### config.mk
export PLATFORM = sky130hd
export DESIGN_NAME = sobel_frame_controller_flat
export DESIGN_NICKNAME = d
export VERILOG_FILES = /design/src/rtl/sobel_pkg.sv /design/src/rtl/sobel_frame_controller_if.sv /design/src/rtl/sobel_pos_counter.sv /design/src/rtl/sobel_frame_controller.sv /design/src/flat_wrapper.sv
export SDC_FILE = /design/constraint.sdc
export NUM_CORES = 1
export LEC_CHECK = 0
export ABC_AREA = 0
export CORE_MARGIN = 1.5
export CORE_UTILIZATION = 50
export CTS_CLUSTER_DIAMETER = 40
export DETAILED_ROUTE_END_ITERATION = 8
export GPL_TIMING_DRIVEN = 0
export PLACE_DENSITY = 0.78
export SYNTH_ARGS = -nofsm -noshare
export SYNTH_HDL_FRONTEND = slang
export SYNTH_SLANG_ARGS = --single-unit
### constraint.sdc
create_clock -name clk -period 3.6 [get_ports clk]
set_clock_uncertainty 0.1 [all_clocks]
set_input_delay 0.54 -clock clk [delete_from_list [all_inputs] [get_ports clk]]
set_output_delay 0.54 -clock clk [all_outputs]
set_load 0.01 [all_outputs]
### src/rtl/sobel_pkg.sv
// Shared types and constants for the Sobel frame controller.
// State encoding, gradient-mode encodings and kernel size.
package sobel_pkg;

  localparam int unsigned KERNEL = 3;

  localparam logic [1:0] MODE_H  = 2'b01;
  localparam logic [1:0] MODE_V  = 2'b10;
  localparam logic [1:0] MODE_HV = 2'b11;

  typedef enum logic [3:0] {
    S_IDLE,
    S_LOAD,
    S_READ,
    S_CALC_H,
    S_CALC_V,
    S_WRITE,
    S_SHIFT,
    S_MOVE,
    S_DONE
  } state_t;

  // 2'b00 is treated like MODE_HV: both gradients.
  function automatic logic mode_has_h(input logic [1:0] m);
    return (m != MODE_V);
  endfunction

  function automatic logic mode_has_v(input logic [1:0] m);
    return (m != MODE_H);
  endfunction

endpackage

### src/rtl/sobel_frame_controller_if.sv
// Control/handshake bundle between the frame controller and its pipeline stages.
// master = controller side, slave = stage/host side.
interface sobel_frame_controller_if #(
  parameter int unsigned COORD_W = 8
);
  logic               start;
  logic               abort;
  logic [1:0]         mode;

  logic               load_done;
  logic               read_done;
  logic               h_done;
  logic               v_done;
  logic               write_done;
  logic               shift_done;
  logic               move_done;

  logic               load_initial;
  logic               start_read;
  logic               start_h_grad;
  logic               start_v_grad;
  logic               start_write;
  logic               start_shift;
  logic               start_move;

  logic [COORD_W-1:0] win_col;
  logic [COORD_W-1:0] win_row;
  logic               busy;
  logic               frame_done;

  modport master (
    input  start, abort, mode,
    input  load_done, read_done, h_done, v_done, write_done, shift_done, move_done,
    output load_initial, start_read, start_h_grad, start_v_grad,
    output start_write, start_shift, start_move,
    output win_col, win_row, busy, frame_done
  );

  modport slave (
    output start, abort, mode,
    output load_done, read_done, h_done, v_done, write_done, shift_done, move_done,
    input  load_initial, start_read, start_h_grad, start_v_grad,
    input  start_write, start_shift, start_move,
    input  win_col, win_row, busy, frame_done
  );

endinterface

### src/rtl/sobel_pos_counter.sv
// Top-left window coordinate register with clear, column step and row advance.
// Both coordinates saturate at their maxima.
module sobel_pos_counter #(
  parameter int unsigned COORD_W = 8,
  parameter int unsigned MAX_COL = 5,
  parameter int unsigned MAX_ROW = 5
) (
  input  logic               clk,
  input  logic               n_rst,
  input  logic               i_clr,
  input  logic               i_inc_col,
  input  logic               i_adv_row,
  output logic [COORD_W-1:0] o_col,
  output logic [COORD_W-1:0] o_row
);

  logic [COORD_W-1:0] r_col;
  logic [COORD_W-1:0] r_row;

  always_ff @(posedge clk or negedge n_rst) begin
    if (!n_rst) begin
      r_col <= '0;
      r_row <= '0;
    end else if (i_clr) begin
      r_col <= '0;
      r_row <= '0;
    end else if (i_adv_row) begin
      r_col <= '0;
      if (r_row != COORD_W'(MAX_ROW)) r_row <= r_row + 1'b1;
    end else if (i_inc_col && (r_col != COORD_W'(MAX_COL))) begin
      r_col <= r_col + 1'b1;
    end
  end

  assign o_col = r_col;
  assign o_row = r_row;

endmodule

### src/rtl/sobel_frame_controller.sv
// Sequences one Sobel frame: per-window load/read/gradient/write stages with
// single-cycle launch pulses, window stepping, abort and frame completion.
module sobel_frame_controller
  import sobel_pkg::*;
#(
  parameter int unsigned IMG_W   = 8,
  parameter int unsigned IMG_H   = 8,
  parameter int unsigned COORD_W = 8
) (
  input  logic                      clk,
  input  logic                      n_rst,
  sobel_frame_controller_if.master  bus
);

  state_t             r_state;
  state_t             w_next;
  logic [1:0]         r_mode;
  logic               r_first;
  logic               r_load_initial;
  logic               r_start_read;
  logic               r_start_h_grad;
  logic               r_start_v_grad;
  logic               r_start_write;
  logic               r_start_shift;
  logic               r_start_move;
  logic               r_frame_done;

  logic               w_enter;
  logic               w_clr;
  logic               w_inc_col;
  logic               w_adv_row;
  logic               w_col_last;
  logic               w_row_last;
  logic [COORD_W-1:0] w_col;
  logic [COORD_W-1:0] w_row;

  assign w_col_last = (w_col == COORD_W'(IMG_W - KERNEL));
  assign w_row_last = (w_row == COORD_W'(IMG_H - KERNEL));

  // r_first marks the launch-pulse cycle, in which the stage's done is ignored.
  always_comb begin
    w_next    = r_state;
    w_clr     = 1'b0;
    w_inc_col = 1'b0;
    w_adv_row = 1'b0;
    if ((r_state != S_IDLE) && bus.abort) begin
      w_next = S_IDLE;
    end else begin
      unique case (r_state)
        S_IDLE:   if (bus.start) begin
                    w_next = S_LOAD;
                    w_clr  = 1'b1;
                  end
        S_LOAD:   if (!r_first && bus.load_done) w_next = S_READ;
        S_READ:   if (!r_first && bus.read_done)
                    w_next = mode_has_h(r_mode) ? S_CALC_H : S_CALC_V;
        S_CALC_H: if (!r_first && bus.h_done)
                    w_next = mode_has_v(r_mode) ? S_CALC_V : S_WRITE;
        S_CALC_V: if (!r_first && bus.v_done) w_next = S_WRITE;
        S_WRITE:  if (!r_first && bus.write_done) begin
                    if (!w_col_last)      w_next = S_SHIFT;
                    else if (!w_row_last) w_next = S_MOVE;
                    else                  w_next = S_DONE;
                  end
        S_SHIFT:  if (!r_first && bus.shift_done) begin
                    w_next    = S_READ;
                    w_inc_col = 1'b1;
                  end
        S_MOVE:   if (!r_first && bus.move_done) begin
                    w_next    = S_LOAD;
                    w_adv_row = 1'b1;
                  end
        S_DONE:   w_next = S_IDLE;
        default:  w_next = S_IDLE;
      endcase
    end
  end

  // No state loops to itself, so a state change is exactly a state entry.
  assign w_enter = (w_next != r_state) && (w_next != S_IDLE);

  always_ff @(posedge clk or negedge n_rst) begin
    if (!n_rst) begin
      r_state        <= S_IDLE;
      r_mode         <= MODE_HV;
      r_first        <= 1'b0;
      r_load_initial <= 1'b0;
      r_start_read   <= 1'b0;
      r_start_h_grad <= 1'b0;
      r_start_v_grad <= 1'b0;
      r_start_write  <= 1'b0;
      r_start_shift  <= 1'b0;
      r_start_move   <= 1'b0;
      r_frame_done   <= 1'b0;
    end else begin
      r_state        <= w_next;
      if (w_clr) r_mode <= bus.mode;
      r_first        <= w_enter;
      r_load_initial <= w_enter && (w_next == S_LOAD);
      r_start_read   <= w_enter && (w_next == S_READ);
      r_start_h_grad <= w_enter && (w_next == S_CALC_H);
      r_start_v_grad <= w_enter && (w_next == S_CALC_V);
      r_start_write  <= w_enter && (w_next == S_WRITE);
      r_start_shift  <= w_enter && (w_next == S_SHIFT);
      r_start_move   <= w_enter && (w_next == S_MOVE);
      r_frame_done   <= w_enter && (w_next == S_DONE);
    end
  end

  sobel_pos_counter #(
    .COORD_W (COORD_W),
    .MAX_COL (IMG_W - KERNEL),
    .MAX_ROW (IMG_H - KERNEL)
  ) u_pos (
    .clk       (clk),
    .n_rst     (n_rst),
    .i_clr     (w_clr),
    .i_inc_col (w_inc_col),
    .i_adv_row (w_adv_row),
    .o_col     (w_col),
    .o_row     (w_row)
  );

  assign bus.load_initial = r_load_initial;
  assign bus.start_read   = r_start_read;
  assign bus.start_h_grad = r_start_h_grad;
  assign bus.start_v_grad = r_start_v_grad;
  assign bus.start_write  = r_start_write;
  assign bus.start_shift  = r_start_shift;
  assign bus.start_move   = r_start_move;
  assign bus.frame_done   = r_frame_done;
  assign bus.busy         = (r_state != S_IDLE);
  assign bus.win_col      = w_col;
  assign bus.win_row      = w_row;

endmodule

### src/flat_wrapper.sv
// flat-port wrapper written by rule: the top's interface ports become plain ports
module sobel_frame_controller_flat import sobel_pkg::*;
#(
  parameter int unsigned IMG_W   = 8,
  parameter int unsigned IMG_H   = 8,
  parameter int unsigned COORD_W = 8
)
  (clk, n_rst, bus_start, bus_abort, bus_mode, bus_load_done, bus_read_done, bus_h_done, bus_v_done, bus_write_done, bus_shift_done, bus_move_done, bus_load_initial, bus_start_read, bus_start_h_grad, bus_start_v_grad, bus_start_write, bus_start_shift, bus_start_move, bus_win_col, bus_win_row, bus_busy, bus_frame_done);
  sobel_frame_controller_if #(.COORD_W(COORD_W)) bus_i ();
  input  logic clk;
  input  logic n_rst;
  input wire logic [$bits(bus_i.start)-1:0] bus_start;
  input wire logic [$bits(bus_i.abort)-1:0] bus_abort;
  input wire logic [$bits(bus_i.mode)-1:0] bus_mode;
  input wire logic [$bits(bus_i.load_done)-1:0] bus_load_done;
  input wire logic [$bits(bus_i.read_done)-1:0] bus_read_done;
  input wire logic [$bits(bus_i.h_done)-1:0] bus_h_done;
  input wire logic [$bits(bus_i.v_done)-1:0] bus_v_done;
  input wire logic [$bits(bus_i.write_done)-1:0] bus_write_done;
  input wire logic [$bits(bus_i.shift_done)-1:0] bus_shift_done;
  input wire logic [$bits(bus_i.move_done)-1:0] bus_move_done;
  output wire logic [$bits(bus_i.load_initial)-1:0] bus_load_initial;
  output wire logic [$bits(bus_i.start_read)-1:0] bus_start_read;
  output wire logic [$bits(bus_i.start_h_grad)-1:0] bus_start_h_grad;
  output wire logic [$bits(bus_i.start_v_grad)-1:0] bus_start_v_grad;
  output wire logic [$bits(bus_i.start_write)-1:0] bus_start_write;
  output wire logic [$bits(bus_i.start_shift)-1:0] bus_start_shift;
  output wire logic [$bits(bus_i.start_move)-1:0] bus_start_move;
  output wire logic [$bits(bus_i.win_col)-1:0] bus_win_col;
  output wire logic [$bits(bus_i.win_row)-1:0] bus_win_row;
  output wire logic [$bits(bus_i.busy)-1:0] bus_busy;
  output wire logic [$bits(bus_i.frame_done)-1:0] bus_frame_done;
  assign bus_i.start = bus_start;
  assign bus_i.abort = bus_abort;
  assign bus_i.mode = bus_mode;
  assign bus_i.load_done = bus_load_done;
  assign bus_i.read_done = bus_read_done;
  assign bus_i.h_done = bus_h_done;
  assign bus_i.v_done = bus_v_done;
  assign bus_i.write_done = bus_write_done;
  assign bus_i.shift_done = bus_shift_done;
  assign bus_i.move_done = bus_move_done;
  assign bus_load_initial = bus_i.load_initial;
  assign bus_start_read = bus_i.start_read;
  assign bus_start_h_grad = bus_i.start_h_grad;
  assign bus_start_v_grad = bus_i.start_v_grad;
  assign bus_start_write = bus_i.start_write;
  assign bus_start_shift = bus_i.start_shift;
  assign bus_start_move = bus_i.start_move;
  assign bus_win_col = bus_i.win_col;
  assign bus_win_row = bus_i.win_row;
  assign bus_busy = bus_i.busy;
  assign bus_frame_done = bus_i.frame_done;
  sobel_frame_controller #(.IMG_W(IMG_W), .IMG_H(IMG_H), .COORD_W(COORD_W)) u_core (.clk(clk), .n_rst(n_rst), .bus(bus_i));
endmodule
==> flow_summary.ini <==
[timing]
slew_headroom = 0.426
fmax_ghz = 0.355
worst_slack_ps = 781
rsz0062_at_grt = false
fin_setup_tns_ps = 0
setup_violations = 0
worst_pin_slew_ps = 850
fin_crit_ps = 2820
finalMaxSlewViolations = 0
hold_viol = 0
finalCritPeriodShare = 0.783

[power_and_ir_drop]
leakage_nw = 1.01
vdd_ir_drop_max_v = 0.000313
powerDensity_nw_per_um2 = 545
p_int_mw = 0.821
seq_power_share = 0.346
net-switching-power_mw = 0.466
power_frac_comb = 0.448
p_sw_frac = 0.362
power_mw = 1.29
clkPwrFrac = 0.206

[yosys]
ys_types = 57
synthesis.nets = 198
synthTopCellsByArea = dfrtp_1 (39%), xor2_1 (4.7%), dfstp_2 (2.8%), a21oi_1 (2.7%), ha_1 (2.7%)
syn_inst = 181
synth_common_cells = dfrtp_1 (29), nor2_1 (13), a21oi_1 (10), xor2_1 (10), nand2_1 (8)
yosysSeqAreaShare = 0.420
yosysMostFrequentCell = dfrtp_1
synth-edff-count = 0
async_reset_ff_frac = 1.00
yosysWarnings = 0
synth_top_flop_cell = dfrtp_1
synth_top_area_cell = dfrtp_1
avgSynthCellArea_um2 = 10.2
synth_top_area_share = 0.392
synthesis.area_um2 = 1850
ys_seq_elements = 31

[clock_tree]
post_cts_resized = 0
clock_path_buffers = 2
clk_pin_slew_ps = 60
cts.sink_count = 31
clk-insertion-delay-late_ps = 270
h-tree-depth = 2
clock-root-buffer = clkbuf_8
post_cts_buffers = 0
numCtsBuffers = 5
cts_tree = yes
cts_hold_buf = 0

[job]
cap_violations = 0

[setup_path]
end_kind = flip-flop
cp_slowest_cell = nor4b_1
critPathKind = reg2reg
critPathTopFamily = simple AND/OR/NAND/NOR gates
worstPathRequired_ps = 3610
worstPathArrival_ps = 2830
crit_chain = inv_1 -> ha_1 -> nor4b_4 -> nand4_1 -> a211o_1 -> and3_4 -> nor4b_1 -> o2bb2ai_1
worst-path-max-fanout = 5
slowest_delay_ps = 740
startpoint_type = flip-flop
critPathBufInv = 1

[finish]
ff_latch_area_um2 = 778
final_core_util = 0.686
final_nets = 242
final_cells = 271
multi_input_area_um2 = 1010
nFillCells = 293
drive_gt1_frac = 0.124
area_delta_synth_final_pct = 27.6
antennaDiodeCount = 0

[drt]
routed_via_density = 5.77
drc = 0
wl_um = 3960
wl_per_cell_um = 14.6
ant_nets = 0
drtIter0Drc = 97
dr.pass1.iters = 4
vias = 1564

[floorplan]
dieHeight_um = 63.9
core-area_um2 = 3440
rows = 21
dieArea_um2 = 4080
start_util = 0.538
ios = 38
die_x_um = 63.9

[grt]
grt.total_usage = 0.216
grt_max_degree = 32
antenna_found_initial = 0
grt_overflow = 0
grt_pass1_vias = 1489
grt_pass1_wl_um = 6880

[place]
gp_congestion = 0.866
portBuffers = 37
pre_cts_ws_ps = 587
hpwl_um = 2980
placed_cells = 264

[run_status]
status = completed

[min_path]
hold_class = in2async
cells by family (layout without fill, tap and decap cells):
kind of cell	count (synthesis)	in the layout	synth area share
AOI/OAI and AO/OA	31	31	0.122
xor gates and xnor gates	14	14	0.0662
adders and majority gates	4	4	0.0270
buffers and inverters	14	58	0.0351
DFF	31	31	0.420
muxes	4	4	0.0236
and+or+nand+nor	83	83	0.306
power by group through the flow:
stage | Combinational, mW | Sequential, mW | Clock [mW]
CTS | 0.576 | 0.445 | 0.275
floorplan | 0.412 | 0.445 | 0
finish | 0.577 | 0.445 | 0.265
detailed placement | 0.572 | 0.452 | 0
global route | 0.633 | 0.452 | 0.293
global placement | 0.564 | 0.446 | 0
sequential cells by signal, indices dropped and copies added, names as in the netlist:
| name | cells |
|---|---|
| u_core.bus.start_v_grad | 1 |
| u_core.bus.start_h_grad | 1 |
| u_core.u_pos.o_col | 8 |
| u_core.bus.frame_done | 1 |
| u_core.bus.start_move | 1 |
| u_core.r_first | 1 |
| u_core.r_state | 4 |
| u_core.r_mode | 2 |
| u_core.bus.start_shift | 1 |
| u_core.bus.start_read | 1 |
| u_core.bus.load_initial | 1 |
| u_core.bus.start_write | 1 |
| u_core.u_pos.o_row | 8 |
stage by stage:
stage / hold slack (ps) / instance area, um2
after floorplan: 144 / 1850
after global placement: 492 / 2280
after detailed placement: 527 / 2280
after CTS: 543 / 2370
after global routing: 259 / 2360
final: 211 / 2360
path summary, 6_finish.rpt:
path                                        from                      end  slack [ps]  cells after the start
min reg2reg                u_core.u_pos.o_row[6]    u_core.u_pos.o_row[6]         540                      2
max reg2reg                u_core.u_pos.o_col[1]           u_core.r_first         780                      8
min                                        n_rst  u_core.bus.load_initial         210                      1
max                        u_core.u_pos.o_col[1]           u_core.r_first         780                      8
min in group clk           u_core.u_pos.o_row[6]    u_core.u_pos.o_row[6]         540                      2
max in group asynchronous                  n_rst   u_core.bus.start_shift        2740                      1
layer usage:
metal,wire length (um),GRT usage,part of all wire
met1,1770,0.284,0.45
met2,1960,0.350,0.50
met3,196,0.0475,0.050
met4,27,0.0734,0.0068
met5,0,0,0
final cells by class:
class,instances,area share
Buffer,7,0.0164
Clock buffer,6,0.0350
Clock inverter,1,0.00212
Inverter,7,0.0111
Multi-Input combinational cell,136,0.427
Sequential cell,31,0.329
Tap cell,46,0.0244
Timing Repair Buffer,37,0.155
cells in the final DEF, fill, tap and decap left out, types with 3 or more instances in the layout:
master,netlist,final
nand3_1,7,7
nand4_1,6,6
a21oi_1,10,10
clkbuf_8,0,6
nand3b_1,3,3
nor2b_1,4,4
and3_1,4,4
ha_1,4,4
o21ai_0,3,3
a21o_1,3,3
clkbuf_1,4,4
nand2_1,8,8
nor2_1,13,13
clkdlybuf4s50_1,0,36
xnor2_1,4,4
dfrtp_1,29,29
inv_1,7,7
nand2b_1,5,5
xor2_1,10,10
nor4b_1,5,5
mux2_2,3,3
nor3_1,3,3
and2_1,3,3
worst register-to-register path, delay by kind of cell, from the launching register on:
kind                       cells  cell delay (ps)
buffers and inverters          1               70
AOI/OAI and AO/OA              2              510
and+or+nand+nor                4             1430
adders and majority gates      1              140
DFF                            1              410
Note: power is estimated with default switching activity, not from simulation.
